<file path="src/rtl/adder_error_profiler.sv">
// rtl/adder_error_profiler.sv - LFSR-driven error profiler for an external approximate adder
// Optional build macro ERRPROF_SATURATE_EN: err_count and sum_ed saturate instead of wrapping.
module adder_error_profiler #(
    parameter int          N      = 16,
    parameter int          CNT_W  = 32,
    parameter int          ACC_W  = 48,
    parameter logic [31:0] SEED_A = 32'hACE1_1234,
    parameter logic [31:0] SEED_B = 32'h1D87_5F0B
) (
    input  logic             clk,
    input  logic             rst_n,
    input  logic             start,
    input  logic [CNT_W-1:0] num_samples,
    output logic [N-1:0]     op_a,
    output logic [N-1:0]     op_b,
    input  logic [N-1:0]     approx_sum,
    output logic             busy,
    output logic             done,
    output logic [CNT_W-1:0] err_count,
    output logic [ACC_W-1:0] sum_ed,
    output logic [N-1:0]     max_ed
);

    typedef enum logic [1:0] {S_IDLE, S_RUN, S_DRAIN, S_DONE} state_t;

    state_t           state_q, state_d;
    logic [CNT_W-1:0] remaining_q, remaining_d;
    logic [31:0]      lfsr_a_q, lfsr_a_d, lfsr_b_q, lfsr_b_d;
    logic [N-1:0]     op_a_q, op_a_d, op_b_q, op_b_d;
    logic             v1_q, v1_d, v2_q, v2_d, drain_q, drain_d;
    logic [N-1:0]     ed_q, ed_d, max_ed_q, max_ed_d;
    logic [CNT_W-1:0] err_count_q, err_count_d;
    logic [ACC_W-1:0] sum_ed_q, sum_ed_d;
    logic [N-1:0]     exact;
    logic             mismatch;
    logic [CNT_W:0]   err_ext;
    logic [ACC_W:0]   sum_ext;

    function automatic logic [31:0] lfsr_step(input logic [31:0] x);
        return x[0] ? ((x >> 1) ^ 32'h8020_0003) : (x >> 1);
    endfunction

    always_comb begin
        state_d     = state_q;
        remaining_d = remaining_q;
        lfsr_a_d    = lfsr_a_q;
        lfsr_b_d    = lfsr_b_q;
        op_a_d      = op_a_q;
        op_b_d      = op_b_q;
        drain_d     = 1'b0;
        v1_d        = 1'b0;
        v2_d        = v1_q;

        // Stage 2: approx_sum belongs to the operands currently on op_a/op_b.
        exact = op_a_q + op_b_q;
        ed_d  = '0;
        if (v1_q) begin
            ed_d = (approx_sum >= exact) ? (approx_sum - exact) : (exact - approx_sum);
        end

        // Stage 3 accumulation with one extra bit to detect overflow.
        mismatch = v2_q && (ed_q != '0);
        err_ext  = {1'b0, err_count_q} + (CNT_W + 1)'(mismatch);
        sum_ext  = {1'b0, sum_ed_q} + ((ACC_W + 1)'(v2_q ? ed_q : '0));
`ifdef ERRPROF_SATURATE_EN
        err_count_d = err_ext[CNT_W] ? '1 : err_ext[CNT_W-1:0];
        sum_ed_d    = sum_ext[ACC_W] ? '1 : sum_ext[ACC_W-1:0];
`else
        err_count_d = err_ext[CNT_W-1:0];
        sum_ed_d    = sum_ext[ACC_W-1:0];
`endif
        max_ed_d = (v2_q && (ed_q > max_ed_q)) ? ed_q : max_ed_q;

        case (state_q)
            S_IDLE: begin
                if (start) begin
                    remaining_d = num_samples;
                    lfsr_a_d    = SEED_A;
                    lfsr_b_d    = SEED_B;
                    err_count_d = '0;
                    sum_ed_d    = '0;
                    max_ed_d    = '0;
                    state_d     = (num_samples == '0) ? S_DRAIN : S_RUN;
                end
            end
            S_RUN: begin
                if (remaining_q != '0) begin
                    op_a_d      = lfsr_a_q[N-1:0];
                    op_b_d      = lfsr_b_q[N-1:0];
                    v1_d        = 1'b1;
                    lfsr_a_d    = lfsr_step(lfsr_a_q);
                    lfsr_b_d    = lfsr_step(lfsr_b_q);
                    remaining_d = remaining_q - CNT_W'(1);
                end else begin
                    state_d = S_DRAIN;
                end
            end
            S_DRAIN: begin
                drain_d = !drain_q;
                if (drain_q) begin
                    state_d = S_DONE;
                end
            end
            default: state_d = S_IDLE;
        endcase
    end

    always_ff @(posedge clk) begin
        if (!rst_n) begin
            state_q     <= S_IDLE;
            remaining_q <= '0;
            lfsr_a_q    <= SEED_A;
            lfsr_b_q    <= SEED_B;
            op_a_q      <= '0;
            op_b_q      <= '0;
            v1_q        <= 1'b0;
            v2_q        <= 1'b0;
            drain_q     <= 1'b0;
            ed_q        <= '0;
            err_count_q <= '0;
            sum_ed_q    <= '0;
            max_ed_q    <= '0;
        end else begin
            state_q     <= state_d;
            remaining_q <= remaining_d;
            lfsr_a_q    <= lfsr_a_d;
            lfsr_b_q    <= lfsr_b_d;
            op_a_q      <= op_a_d;
            op_b_q      <= op_b_d;
            v1_q        <= v1_d;
            v2_q        <= v2_d;
            drain_q     <= drain_d;
            ed_q        <= ed_d;
            err_count_q <= err_count_d;
            sum_ed_q    <= sum_ed_d;
            max_ed_q    <= max_ed_d;
        end
    end

    assign op_a      = op_a_q;
    assign op_b      = op_b_q;
    assign busy      = (state_q == S_RUN) || (state_q == S_DRAIN);
    assign done      = (state_q == S_DONE);
    assign err_count = err_count_q;
    assign sum_ed    = sum_ed_q;
    assign max_ed    = max_ed_q;

endmodule

</file>
<file path="config.mk">
export PLATFORM = sky130hd
export DESIGN_NAME = adder_error_profiler
export DESIGN_NICKNAME = d
export VERILOG_FILES = /design/src/rtl/adder_error_profiler.sv
export SDC_FILE = /design/constraint.sdc
export NUM_CORES = 1
export LEC_CHECK = 0
export CORE_ASPECT_RATIO = 0.5
export CORE_MARGIN = 5
export CORE_UTILIZATION = 56
export DETAILED_ROUTE_END_ITERATION = 10
export PLACE_DENSITY = 0.81
export SETUP_SLACK_MARGIN = 0.4
export SLEW_MARGIN = 20
export SYNTH_ARGS = -nofsm -noshare
export SYNTH_HDL_FRONTEND = slang
export SYNTH_SLANG_ARGS = --single-unit
</file>
<file path="constraint.sdc">
create_clock -name clk -period 5 [get_ports clk]
set_input_delay 1.25 -clock clk [delete_from_list [all_inputs] [get_ports clk]]
set_output_delay 1.25 -clock clk [all_outputs]
set_load 0.02 [all_outputs]
</file>
-- After elaboration in Yosys (flattened, before gate mapping)
Index checks and enable logic that the tools add are counted.
- word-level logic and storage cells: 71
- register bits: 245
- add/subtract/negate cells: 6
- $lt $le $gt $ge: 2
- bitwise operators: 2
- multiplexer cells: 26
- reductions and logical operators: 15
- equal/unequal tests: 7
- operator list (cell ; count):
    $mux 32 ; 10
    $pmux 32 s2 ; 3
    $mux 48 ; 2
    $mux 16 ; 5
    $add 48x16->48 ; 1
    $add 32x1->32 ; 1
    $logic_not 32->1 ; 1
    $reduce_bool 32->1 ; 1
    $sub 16x16->16 ; 2
    $sub 32x1->32 const B ; 1
    $add 16x16->16 ; 1
    $ge 16x16->1 ; 1
    $gt 16x16->1 ; 1
    $reduce_bool 16->1 ; 1
    $mux 2 ; 4
    $ne 2x2->1 const B ; 4
    $not 3->4 ; 2
    $reduce_and 2->1 ; 4
    $pmux 2 s3 ; 1
    $reduce_and 3->1 ; 2
    $eq 2x2->1 const B ; 2
    $eq 2x1->1 const B ; 1
    $logic_and 1x1->1 ; 2
    $logic_not 2->1 ; 1
    4 further kinds ; 4

-- Depth between registers and ports, before layout
Gate-level depths: netlist of run 1.
- depth after elaboration: 5
- depth in mapped cells: 19
- gate-level depth less buffers: 17

-- Worst setup path after synthesis of run 1
OpenSTA, ideal clock, no wires.
- kind: reg2reg
- from: reg op_a_q[0] (netlist: op_a[0])
- to: reg ed_q[15]
- required time: 4928 ps
- arrival: 4202 ps
- clock period less this slack: 4274 ps
- buffers on the path: 1
- slack: 726 ps
- cell stages (with the launch flop): 18
- cell sequence: dfxtp_1 ha_1 fa_1 a211oi_1 o21ai_0 a41o_1 a211oi_1 o21bai_1 a21oi_1 xnor2_1 ha_1 nand2_1 or3_1 o21ai_1 buf_2 mux2_2 o31ai_1 mux2i_1
- word-level cells in the longest chain between the ends: 3
- RTL lines (element ; RTL line ; source):
    start, declared ; 29 ; logic [N-1:0] op_a_q, op_a_d, op_b_q, op_b_d;
    start signal, assigned ; 128 ; op_a_q <= op_a_d;
    $add 16x16->16 * ; 55 ; exact = op_a_q + op_b_q;
    $sub 16x16->16 / $ge 16x16->1 (equally long branches) ; 58 ; ed_d = (approx_sum >= exact) ? (approx_sum - exact) : (exact - approx_sum);
    $mux 16 * ; 58 ;
    end signal, assigned ; 119 ; ed_q <= '0;
    end signal, assigned ; 133 ; ed_q <= ed_d;
    end, declared ; 31 ; logic [N-1:0] ed_q, ed_d, max_ed_q, max_ed_d;
Every way passes the cells marked *; elsewhere a longest branch is shown, timed or not.
A chain may end at the register's enable or synchronous reset.

-- Final worst setup path of run 1
- from: reg op_a_q[0] (netlist: op_a[0])
- to: reg ed_q[9]
The elaborated chain is that of the path after synthesis.

==> results of run 1 <==
-- synthesized netlist by cell type, drive strengths merged (4+ instances only) --
cell / n / area share, %
nand2: 204 / 5.6
o31a: 5 / 0.32
o21ai: 102 / 3.8
a31oi: 12 / 0.60
nor3: 27 / 1.1
nand3: 95 / 3.5
a21o: 24 / 1.3
o211ai: 10 / 0.55
a221o: 13 / 0.96
and3: 26 / 1.2
and4: 6 / 0.39
nor4: 18 / 0.87
a21oi: 193 / 7.1
a22oi: 5 / 0.28
xnor2: 30 / 1.9
a211oi: 14 / 0.77
nor2b: 9 / 0.41
fa: 4 / 0.59
nor2: 144 / 4.0
dfxtp: 245 / 36
or4: 9 / 0.52
mux2i: 14 / 1.0
o21a: 9 / 0.50
o221a: 8 / 0.66
clkbuf: 64 / 1.8
and2: 26 / 1.2
xor2: 48 / 3.1
inv: 76 / 2.1
o31ai: 14 / 0.77
ha: 86 / 7.9
a211o: 5 / 0.32
buf: 31 / 1.4
o21bai: 7 / 0.39
or3: 34 / 1.6
nand4: 27 / 1.2
nand2b: 12 / 0.55
-- final cells by class --
class                   count  area (µm²)
clock inverters             5        92.6
well taps                 315         394
flip-flops and latches    245        4900
repair buffers            203        2010
clock buffers              35         699
inverters                  78         293
fillers                  2002        7550
multi-input cells        1292        8020
-- routing by layer --
layer	vias to the layer above	routed length, µm
met2	374	16200
met5	-	0
met3	67	2090
met1	5876	15300
li1	6351	-
met4	0	945
-- worst paths after layout --
| kind | slack (ns) | endpoint | depth (start not counted) | startpoint |
|---|---|---|---|---|
| min reg2reg | 0.45 | lfsr_b_q[25] | 2 | lfsr_b_q[25] |
| max reg2reg | 0.60 | ed_q[9] | 20 | op_a[0] |
| min | 0.45 | lfsr_b_q[25] | 2 | lfsr_b_q[25] |
| max | 0.60 | ed_q[9] | 20 | op_a[0] |
-- cells in the final DEF, fill, tap and decap left out, drive strengths merged, types with 4 or more instances in the layout --
master,netlist,final
clkdlybuf4s50,0,180
inv,76,78
ha,86,86
buf,31,23
or4,9,9
nand4,27,27
nor4,18,18
o211ai,10,10
clkbuf,64,35
nand3,95,95
a31oi,12,12
and2,26,26
fa,4,4
o221a,8,8
nand2,204,204
a21oi,193,193
a21o,24,24
nand2b,12,12
o21bai,7,7
a211o,5,5
mux2i,14,14
a221o,13,13
o21ai,102,102
o31a,5,5
a22oi,5,5
o21a,9,9
a211oi,14,14
o31ai,14,14
nor3,27,27
and3,26,26
or3,34,34
xnor2,30,30
and4,6,6
xor2,48,48
nor2,144,144
nor2b,9,9
dfxtp,245,245
-- critical path: stages (launching register included) --
cell and delay (ns):
sky130_fd_sc_hd__dfxtp_1 0.33, sky130_fd_sc_hd__ha_1 0.22, sky130_fd_sc_hd__fa_1 0.44, sky130_fd_sc_hd__a211oi_2 0.22
sky130_fd_sc_hd__o21ai_0 0.18, sky130_fd_sc_hd__a41o_1 0.27, sky130_fd_sc_hd__a211oi_1 0.26, sky130_fd_sc_hd__o21bai_1 0.12
sky130_fd_sc_hd__a21oi_2 0.21, sky130_fd_sc_hd__buf_4 0.15, sky130_fd_sc_hd__xor2_1 0.06, sky130_fd_sc_hd__ha_1 0.20
sky130_fd_sc_hd__a21oi_1 0.15, sky130_fd_sc_hd__o21ai_0 0.17, sky130_fd_sc_hd__a221oi_2 0.23, sky130_fd_sc_hd__buf_4 0.18
sky130_fd_sc_hd__o21ai_4 0.09, sky130_fd_sc_hd__buf_4 0.21, sky130_fd_sc_hd__a311o_1 0.28, sky130_fd_sc_hd__and3_1 0.18
sky130_fd_sc_hd__nor3_1 0.16
-- power breakdown --
part	total [W]	switching, W	internal, W	leakage, nW
combinational	0.00326	0.00206	0.00121	3.82
sequential	0.00248	0.000258	0.00222	1.99
clock	0.00182	0.000752	0.00107	0.386
total	0.00756	0.00306	0.00450	6.19
-- stage by stage --
step	utilization [%]	hold WS, ns	instances
finish	68.5	0.450	2173
global route	68.5	0.479	2173
CTS	68.4	0.455	2171
detailed placement	65.0	0.445	2130
global placement	65.0	0.435	2130
floorplan	-	0.428	1710
-- registers in the layout (all words and copies together) (netlist names), 2 cells and up --
signal       count
op_a            16
lfsr_a_q        32
ed_q            16
max_ed          16
lfsr_b_q        32
err_count       32
remaining_q     32
op_b            16
sum_ed          48
state_q          2
-- cells by family after synthesis --
| kind of cell | synth area share, % |
|---|---|
| flip-flops | 36.0 |
| AO/OA/AOI/OAI | 20.9 |
| buffers and inverters | 5.36 |
| XOR/XNOR | 5.02 |
| multiplexers | 1.20 |
| adder cells (fa/ha/maj) | 8.50 |
| AND/OR/NAND/NOR | 23.0 |
-- what timing repair did --
| item | CTS | global route |
|---|---|---|
| buffers inserted | 1 | 2 |
| resized for setup | 3 | 4 |
| cloned | 0 | 0 |
| pin swaps | 0 | 3 |
| setup endpoints to repair | 7 | 15 |
==> impl_metrics.csv, run 1 <==
group,metric,value,unit
detailed_routing,ant_nets,0,
pwr,worst_ir_drop_vdd,0.377,mV
timing,period_minus_slack,4.40,ns
timing,maxSlewHeadroom,34.8,%
die,floorplan.rows,40,
global_route,met1_usage,31.5,%
timing,setup_violation_total_in_the_final_timing_report,0,
pwr,power.static_leakage,6.19,nW
synth,netlist_area,0.0136,mm²
detailed_routing,remaining_drc_errors,0,
synth,synth_enable_flop_cells,0,
timing,timing.final.ws_setup,0.602,ns
detailed_routing,wl_per_cell,15.9,µm
global_route,grt_antenna_before_repair,0,
timing,timing.final.crit_share,88.0,%
placement,hpwl,24.4,mm
clocking,cts_tree,"built",
clocking,clock_tree.htree_level_count,1,
finish,diodes,0,
synth,yosysSeqAreaShare,36.0,%
global_route,grt.total_usage,23.9,%
synth,synth-warning-count,0,
synth,ys_types,80,
detailed_routing,routed_via_density,5.83,
timing,setup_tns,0,ns
die,die-area,0.0277,mm²
placement,placedInstanceArea,0.0156,mm²
run,drv_cap,0,
clocking,clock_buffers_created_by_tritoncts,22,
global_route,global_route.peak_usage_layer,"met2",
timing,finalClockSkew,0.0205,ns
synth,synthesis.nets,1851,
setup_path,timing.critical_path.required,5.43,ns
timing,hold_viol_final,0,
clocking,clkSlewWorstSetupHoldPaths,0.07,ns
die,die_w,230,µm
placement,worst_slack_placed,0.172,ns
global_route,met3_usage,3.54,%
synth,post_synth.cell_area_avg,7.96,µm²
die,ports_placed_on_the_boundary,181,
die,die_height,120,µm
die,start_util,56.8,%
worst_hold_path,hold_path_class,"reg2reg",
synth,seq_cells_post_synth,245,
finish,layout.cell_area.non_filler,0.0164,mm²
global_route,grt_pass1_wl,56.8,mm
timing,peak_clock_frequency_supported_by_timing,0.227,GHz
placement,place.gp.congestion,0.873,
setup_path,endpoint_kind,"flop",
clocking,clock_tree.root_cell,"sky130_fd_sc_hd__clkbuf_16",
clocking,cts-hold-fix-buffers,0,
timing,tightestPinTransition,0.972,ns
setup_path,cp.arrival,4.83,ns
placement,portBuffers,180,
detailed_routing,initialDrtViolationCount,1023,
pwr,cellPowerDensity,461,mW/mm²
synth,postSynth.asyncResetShare,0,%
global_route,grt_max_degree,89,
clocking,clock_tree.buffer_depth,3,
setup_path,critPathKind,"reg2reg",
detailed_routing,totalWireLength,34.6,mm
detailed_routing,detail_route.first_pass.iterations,5,
die,floorplan.core_area,0.0240,mm²
global_route,sum_of_overflow_across_all_layers_after_global_routing,0,
synth,syn-instance-count,1710,
setup_path,worst_setup_path_start_kind,"flop",
setup_path,critical_path_peak_fanout,7,
finish,syn2layout_area_growth,20.7,%
pwr,report.power.total,0.00756,W
run_status,result_of_the_run,"complete, no violations",
clocking,clk_latency,0.53,ns
global_route,gr-usage-met2,41.1,%
synth,synth-main-ff-cell,"sky130_fd_sc_hd__dfxtp_1",
timing,grt_setup_unrepaired,"no",
clocking,tritoncts_num_sinks,245,
global_route,first_global_vias,11600,
finish,layout-drive-gt1-share,5.11,%
detailed_routing,vias,12700,
timing,slew_viol_final,0,
finish,nets,1983,
No activity file was read; power rests on OpenSTA's default activity.
==> run 2: changes to the inputs <==
RECOVER_POWER = 50   (was default)
==> run 2 against run 1 <==
  * The flow now finishes with violations (capacitance limit, slew limit)
  * Worst hold slack hardly changed
  * Highest routed layer unchanged
  * Routed wire length hardly changed
  * Power is 0.36% lower
  * Critical endpoint unchanged
  * Sequential share of layout area is 0.059 points higher
  * Global-route usage stayed put
  * Core utilization is 0.14 points lower
==> impl_metrics.csv, run 2 (synthesized netlist as in run 1, its figures left out) <==
group,metric,value,unit
run_status,result_of_the_run,"finished with violations",
run_status,violated_checks,"capacitance limit, slew limit",
finish,syn2layout_area_growth,20.4,%
timing,grt_setup_unrepaired,"no",
timing,maxSlewHeadroom,-19.5,%
pwr,comb_power_share,43.0,%
setup_path,timing.critical_path.required,5.43,ns
setup_path,cp.arrival,4.81,ns
clocking,clock_tree.htree_level_count,1,
die,die-area,0.0277,mm²
pwr,worst_ir_drop_vdd,0.375,mV
finish,nets,1983,
die,die_height,120,µm
detailed_routing,routed_via_density,5.83,
pwr,power_switching,0.00307,W
finish,mostFrequentLayoutCell,"sky130_fd_sc_hd__dfxtp_1",
clocking,tritoncts_num_sinks,245,
pwr,share_of_power_burned_in_the_clock_network,24.1,%
detailed_routing,ant_nets,0,
timing,hold_viol_final,0,
timing,setup_tns,0,ns
global_route,first_global_vias,11600,
detailed_routing,vias,12700,
setup_path,critPathKind,"reg2reg",
setup_path,reg2reg_depth,20,
setup_path,endpoint_kind,"flop",
detailed_routing,initialDrtViolationCount,963,
clocking,cts-hold-fix-buffers,0,
global_route,grt.total_usage,23.9,%
clocking,cts_tree,"built",
global_route,sum_of_overflow_across_all_layers_after_global_routing,0,
timing,tightestPinTransition,1.79,ns
setup_path,worst_setup_path_start_kind,"flop",
worst_hold_path,hold_path_class,"reg2reg",
setup_path,timing.rr.end,"ed_q[9]",
clocking,clock_tree.buffer_depth,3,
setup_path,critical_path_peak_fanout,7,
die,floorplan.core_area,0.0240,mm²
clocking,clock_tree.root_cell,"sky130_fd_sc_hd__clkbuf_16",
timing,timing.final.crit_share,87.6,%
worst_hold_path,min-delay-start,"lfsr_b_q[25]",
timing,slew_viol_final,87,
clocking,clk_latency,0.53,ns
die,ports_placed_on_the_boundary,181,
finish,layout-drive-gt1-share,4.79,%
die,floorplan.rows,40,
detailed_routing,wl_per_cell,15.9,µm
pwr,sequentialPowerShare,32.9,%
die,die_w,230,µm
die,start_util,56.8,%
detailed_routing,remaining_drc_errors,0,
global_route,grt_antenna_before_repair,0,
global_route,grt_pass1_wl,56.8,mm
timing,finalClockSkew,0.0193,ns
setup_path,timing.rr.start,"op_a[0]",
detailed_routing,totalWireLength,34.6,mm
placement,place.gp.congestion,0.873,
timing,setup_violation_total_in_the_final_timing_report,0,
pwr,p_sw_share,40.7,%
finish,largest_reg_flops,48,
global_route,grt_max_degree,89,
clocking,clkSlewWorstSetupHoldPaths,0.07,ns
clocking,clock_buffers_created_by_tritoncts,22,
pwr,cellPowerDensity,460,mW/mm²
worst_hold_path,hold_critical_path_endpoint,"lfsr_b_q[25]",
timing,period_minus_slack,4.38,ns
timing,peak_clock_frequency_supported_by_timing,0.228,GHz
placement,portBuffers,180,
pwr,intPower,0.00447,W
finish,diodes,0,
placement,placedInstanceArea,0.0156,mm²
worst_hold_path,min_delay_path_depth,2,
pwr,power.static_leakage,6.57,nW
detailed_routing,detail_route.first_pass.iterations,5,
finish,most-common-layout-cells,"sky130_fd_sc_hd__dfxtp_1, sky130_fd_sc_hd__nand2_1, sky130_fd_sc_hd__a21oi_1",
run,drv_cap,1,
finish,layout.cell_area.non_filler,0.0164,mm²
placement,hpwl,24.4,mm
setup_path,timing.reg2reg.setup_slack,0.62,ns
==> run 2: cell count changes in the layout (fill, tap and decap cells not counted), sizes merged <==
cell           before  now
clkdlybuf4s50     180   63
dlygate4sd3         0  117
buf                23   18
inv                78   77
clkinv              2    3
clkbuf             35   40
==> run 2: cell type report <==
class / instances / area (µm²)
Fill cell: 2008 / 7590
Sequential cell: 245 / 4900
Clock buffer: 35 / 699
Tap cell: 315 / 394
Multi-Input combinational cell: 1292 / 8020
Inverter: 78 / 293
Clock inverter: 5 / 92.6
Timing Repair Buffer: 203 / 1980
==> run 2: power groups by stage <==
stage	registers [W]	clock network [W]	logic, W
global route	0.00252	0.00194	0.00358
CTS	0.00247	0.00186	0.00323
detailed placement	0.00251	0	0.00319
finish	0.00248	0.00182	0.00324
global placement	0.00250	0	0.00315
floorplan	0.00251	0	0.00241
==> run 2: stage by stage <==
step                      hold slack (ns)  power (W)  utilization, %  instances  worst slack (ns)
after floorplan                     0.428    0.00492               -       1710             0.726
after global placement              0.435    0.00565            65.0       2130             0.283
after detailed placement            0.445    0.00570            65.0       2130             0.172
after CTS                           0.455    0.00756            68.4       2171             0.409
after global routing                0.479    0.00804            68.4       2173             0.364
final                               0.450    0.00753            68.4       2173             0.618
==> run 2: metal layers <==
layer	GRT usage [%]	up-vias	share of wire [%]
met1	31.5	5881	44
met2	41.1	370	47
met3	3.54	71	5.8
met5	0	-	0
met4	6.90	0	2.8
li1	-	6352	-
==> run 2: repair_timing <==
item / CTS / global route
gates resized for setup: 3 / 4
endpoints found under the hold margin: 0 / 0
endpoints found under the setup margin: 7 / 15
buffers inserted: 1 / 2
pin swaps: 0 / 3
==> run 2: how the worst max path moves through the flow <==
stage          startpoint  endpoint  slack (ns)  cells after the start
2_1_floorplan     op_a[0]  ed_q[15]        0.73                     17
3_3_place_gp      op_a[0]  ed_q[14]        0.28                     18
3_5_place_dp      op_a[0]  ed_q[14]        0.17                     18
4_1_cts           op_a[0]  ed_q[14]        0.41                     17
5_1_grt           op_a[0]   ed_q[9]        0.36                     20
6_report          op_a[0]   ed_q[9]        0.62                     20
==> run 2: critical path: stages, from the launching register on <==
cell	delay (ns)
sky130_fd_sc_hd__dfxtp_1	0.33
sky130_fd_sc_hd__ha_1	0.22
sky130_fd_sc_hd__fa_1	0.44
sky130_fd_sc_hd__a211oi_2	0.23
sky130_fd_sc_hd__o21ai_0	0.18
sky130_fd_sc_hd__a41o_1	0.27
sky130_fd_sc_hd__a211oi_1	0.26
sky130_fd_sc_hd__o21bai_1	0.12
sky130_fd_sc_hd__a21oi_2	0.21
sky130_fd_sc_hd__buf_4	0.15
sky130_fd_sc_hd__xor2_1	0.06
sky130_fd_sc_hd__ha_1	0.20
sky130_fd_sc_hd__a21oi_1	0.14
sky130_fd_sc_hd__o21ai_0	0.17
sky130_fd_sc_hd__a221oi_2	0.22
sky130_fd_sc_hd__buf_4	0.18
sky130_fd_sc_hd__o21ai_4	0.09
sky130_fd_sc_hd__buf_4	0.21
sky130_fd_sc_hd__a311o_1	0.28
sky130_fd_sc_hd__and3_1	0.18
sky130_fd_sc_hd__nor3_1	0.16
==> run 3: changes to the inputs <==
CORE_UTILIZATION = 58   (was 56)
CTS_BUF_LIST = sky130_fd_sc_hd__clkbuf_8   (was default)
PLACE_DENSITY = 0.83   (was 0.81)
SKIP_CTS_REPAIR_TIMING = 1   (was default)
==> run 3 against run 2 <==
  * The run still ends with capacitance limit, slew limit left
  * Worst hold slack better by 0.0043 ns
  * Critical path type unchanged
  * Power is 1.9% lower
  * Global-route usage is 1.5 points higher
  * Critical endpoint unchanged
  * Die area is 3.2% lower
==> impl_metrics.csv, run 3 (synthesized netlist as in run 1, its figures left out) <==
group,metric,value,unit
timing,period_minus_slack,4.37,ns
timing,slew_viol_final,13,
timing,maxSlewHeadroom,-5.84,%
placement,hpwl,25.2,mm
run_status,violated_checks,"capacitance limit, slew limit",
run,drv_cap,1,
die,die_w,227,µm
pwr,power.static_leakage,6.67,nW
setup_path,max_stage_delay,0.43,ns
setup_path,cp.arrival,4.82,ns
clocking,cts_tree,"built",
finish,diodes,0,
finish,mostFrequentLayoutCell,"sky130_fd_sc_hd__dfxtp_1",
timing,setup_violation_total_in_the_final_timing_report,0,
finish,num-fill-cells,1864,
setup_path,timing.critical_path.required,5.45,ns
global_route,sum_of_overflow_across_all_layers_after_global_routing,0,
run_status,result_of_the_run,"finished with violations",
die,die-area,0.0268,mm²
die,die_height,118,µm
setup_path,worst_setup_path_start_kind,"flop",
global_route,grt_max_degree,89,
pwr,cellPowerDensity,452,mW/mm²
detailed_routing,wl_met1,15.8,mm
clocking,clock_tree.root_cell,"sky130_fd_sc_hd__clkbuf_8",
timing,setup_tns,0,ns
setup_path,endpoint_kind,"flop",
detailed_routing,vias,12700,
die,floorplan.rows,39,
finish,final_core_utilization,71.2,%
setup_path,critical_path.top_delay_family,"compound AO/OA/AOI/OAI gates",
finish,largest_reg_flops,48,
finish,area.sequential,0.00490,mm²
detailed_routing,detail_route.first_pass.iterations,5,
die,ports_placed_on_the_boundary,181,
placement,place.gp.congestion,0.929,
detailed_routing,ant_nets,0,
clocking,clock_buffers_created_by_tritoncts,36,
finish,most-common-layout-cells,"sky130_fd_sc_hd__dfxtp_1, sky130_fd_sc_hd__nand2_1, sky130_fd_sc_hd__a21oi_1",
setup_path,critPathKind,"reg2reg",
worst_hold_path,hold_path_class,"reg2reg",
clocking,tritoncts_num_sinks,245,
detailed_routing,totalWireLength,35.6,mm
pwr,worst_ir_drop_vdd,0.299,mV
setup_path,crit_slowest_cell,"sky130_fd_sc_hd__fa_1",
finish,multiInputGateArea,0.00800,mm²
die,floorplan.core_area,0.0229,mm²
global_route,first_global_vias,11900,
clocking,clkSlewWorstSetupHoldPaths,0.07,ns
timing,peak_clock_frequency_supported_by_timing,0.229,GHz
timing,grt_setup_unrepaired,"no",
detailed_routing,routed_via_density,5.81,
detailed_routing,remaining_drc_errors,0,
detailed_routing,initialDrtViolationCount,836,
detailed_routing,met2_length,16.5,mm
setup_path,critical_path_buf_inv_count,2,
placement,portBuffers,180,
timing,finalClockSkew,0.0250,ns
global_route,grt_antenna_before_repair,0,
setup_path,critical_path_peak_fanout,7,
finish,nets,2000,
detailed_routing,top_layer,"met4",
global_route,grt_pass1_wl,58.4,mm
detailed_routing,wl_per_cell,16.2,µm
global_route,grt.total_usage,25.4,%
clocking,clk_latency,0.55,ns
die,start_util,59.3,%
finish,syn2layout_area_growth,20.0,%
timing,timing.final.crit_share,87.4,%
setup_path,timing.critical_path.cells,"ha_1 -> fa_1 -> a211oi_2 -> o21ai_1 -> a41o_1 -> a211oi_1 -> o21bai_1 -> a21oi_2 -> xnor2_1 -> ha_1 -> nand2_1 -> nor3_1 -> a221oi_2 -> buf_4 -> o21ai_4 -> buf_4 -> a311o_1 -> and3_1 -> nor3_1",
timing,hold_viol_final,0,
clocking,clock_tree.buffer_depth,3,
detailed_routing,met3_wirelength,2.21,mm
timing,tightestPinTransition,1.58,ns
clocking,clock_tree.htree_level_count,2,
finish,layout-drive-gt1-share,5.79,%
==> run 3: through the flow <==
stage          cells  hold slack (ns)  total power (W)  setup slack (ns)  instance area [µm²]
2_1_floorplan   1710            0.428          0.00492             0.726                13600
3_3_place_gp    2123            0.439          0.00566             0.184                15600
3_5_place_dp    2123            0.444          0.00570             0.106                15600
4_1_cts         2186            0.456          0.00738            0.0709                16300
5_1_grt         2191            0.483          0.00790             0.373                16300
6_report        2191            0.454          0.00739             0.630                16300
==> run 3: where the power goes <==
| part | leakage (nW) | switching (W) | internal [W] |
|---|---|---|---|
| clock network | 0.417 | 0.000796 | 0.000866 |
| registers | 1.99 | 0.000257 | 0.00222 |
| logic | 4.27 | 0.00206 | 0.00118 |
| total | 6.67 | 0.00312 | 0.00427 |
==> run 3: layout make-up <==
type / instances / share of cell area [%]
Clock buffer: 45 / 3.79
Clock inverter: 18 / 0.659
Inverter: 78 / 1.79
Multi-Input combinational cell: 1292 / 49.0
Sequential cell: 245 / 30.0
Tap cell: 307 / 2.35
Timing Repair Buffer: 206 / 12.4
==> run 3: tightest hold or removal path: cells and delay by family (launching register included) <==
| kind | cells | cell delay (ns) |
|---|---|---|
| flops | 1 | 0.31 |
| simple gates | 1 | 0.05 |
| compound gates | 1 | 0.05 |
==> run 3: metal layers <==
layer	GRT usage (%)	vias to the layer above
met3	4.90	75
met4	8.82	0
met1	33.5	5905
met2	41.7	377
li1	-	6367
met5	0	-
==> run 3: final timing paths <==
path | startpoint | slack [ns] | cells past startpoint | endpoint
max reg2reg | op_a[0] | 0.63 | 19 | ed_q[9]
min reg2reg | lfsr_b_q[29] | 0.45 | 2 | lfsr_b_q[29]
max | op_a[0] | 0.63 | 19 | ed_q[9]
min | lfsr_b_q[29] | 0.45 | 2 | lfsr_b_q[29]
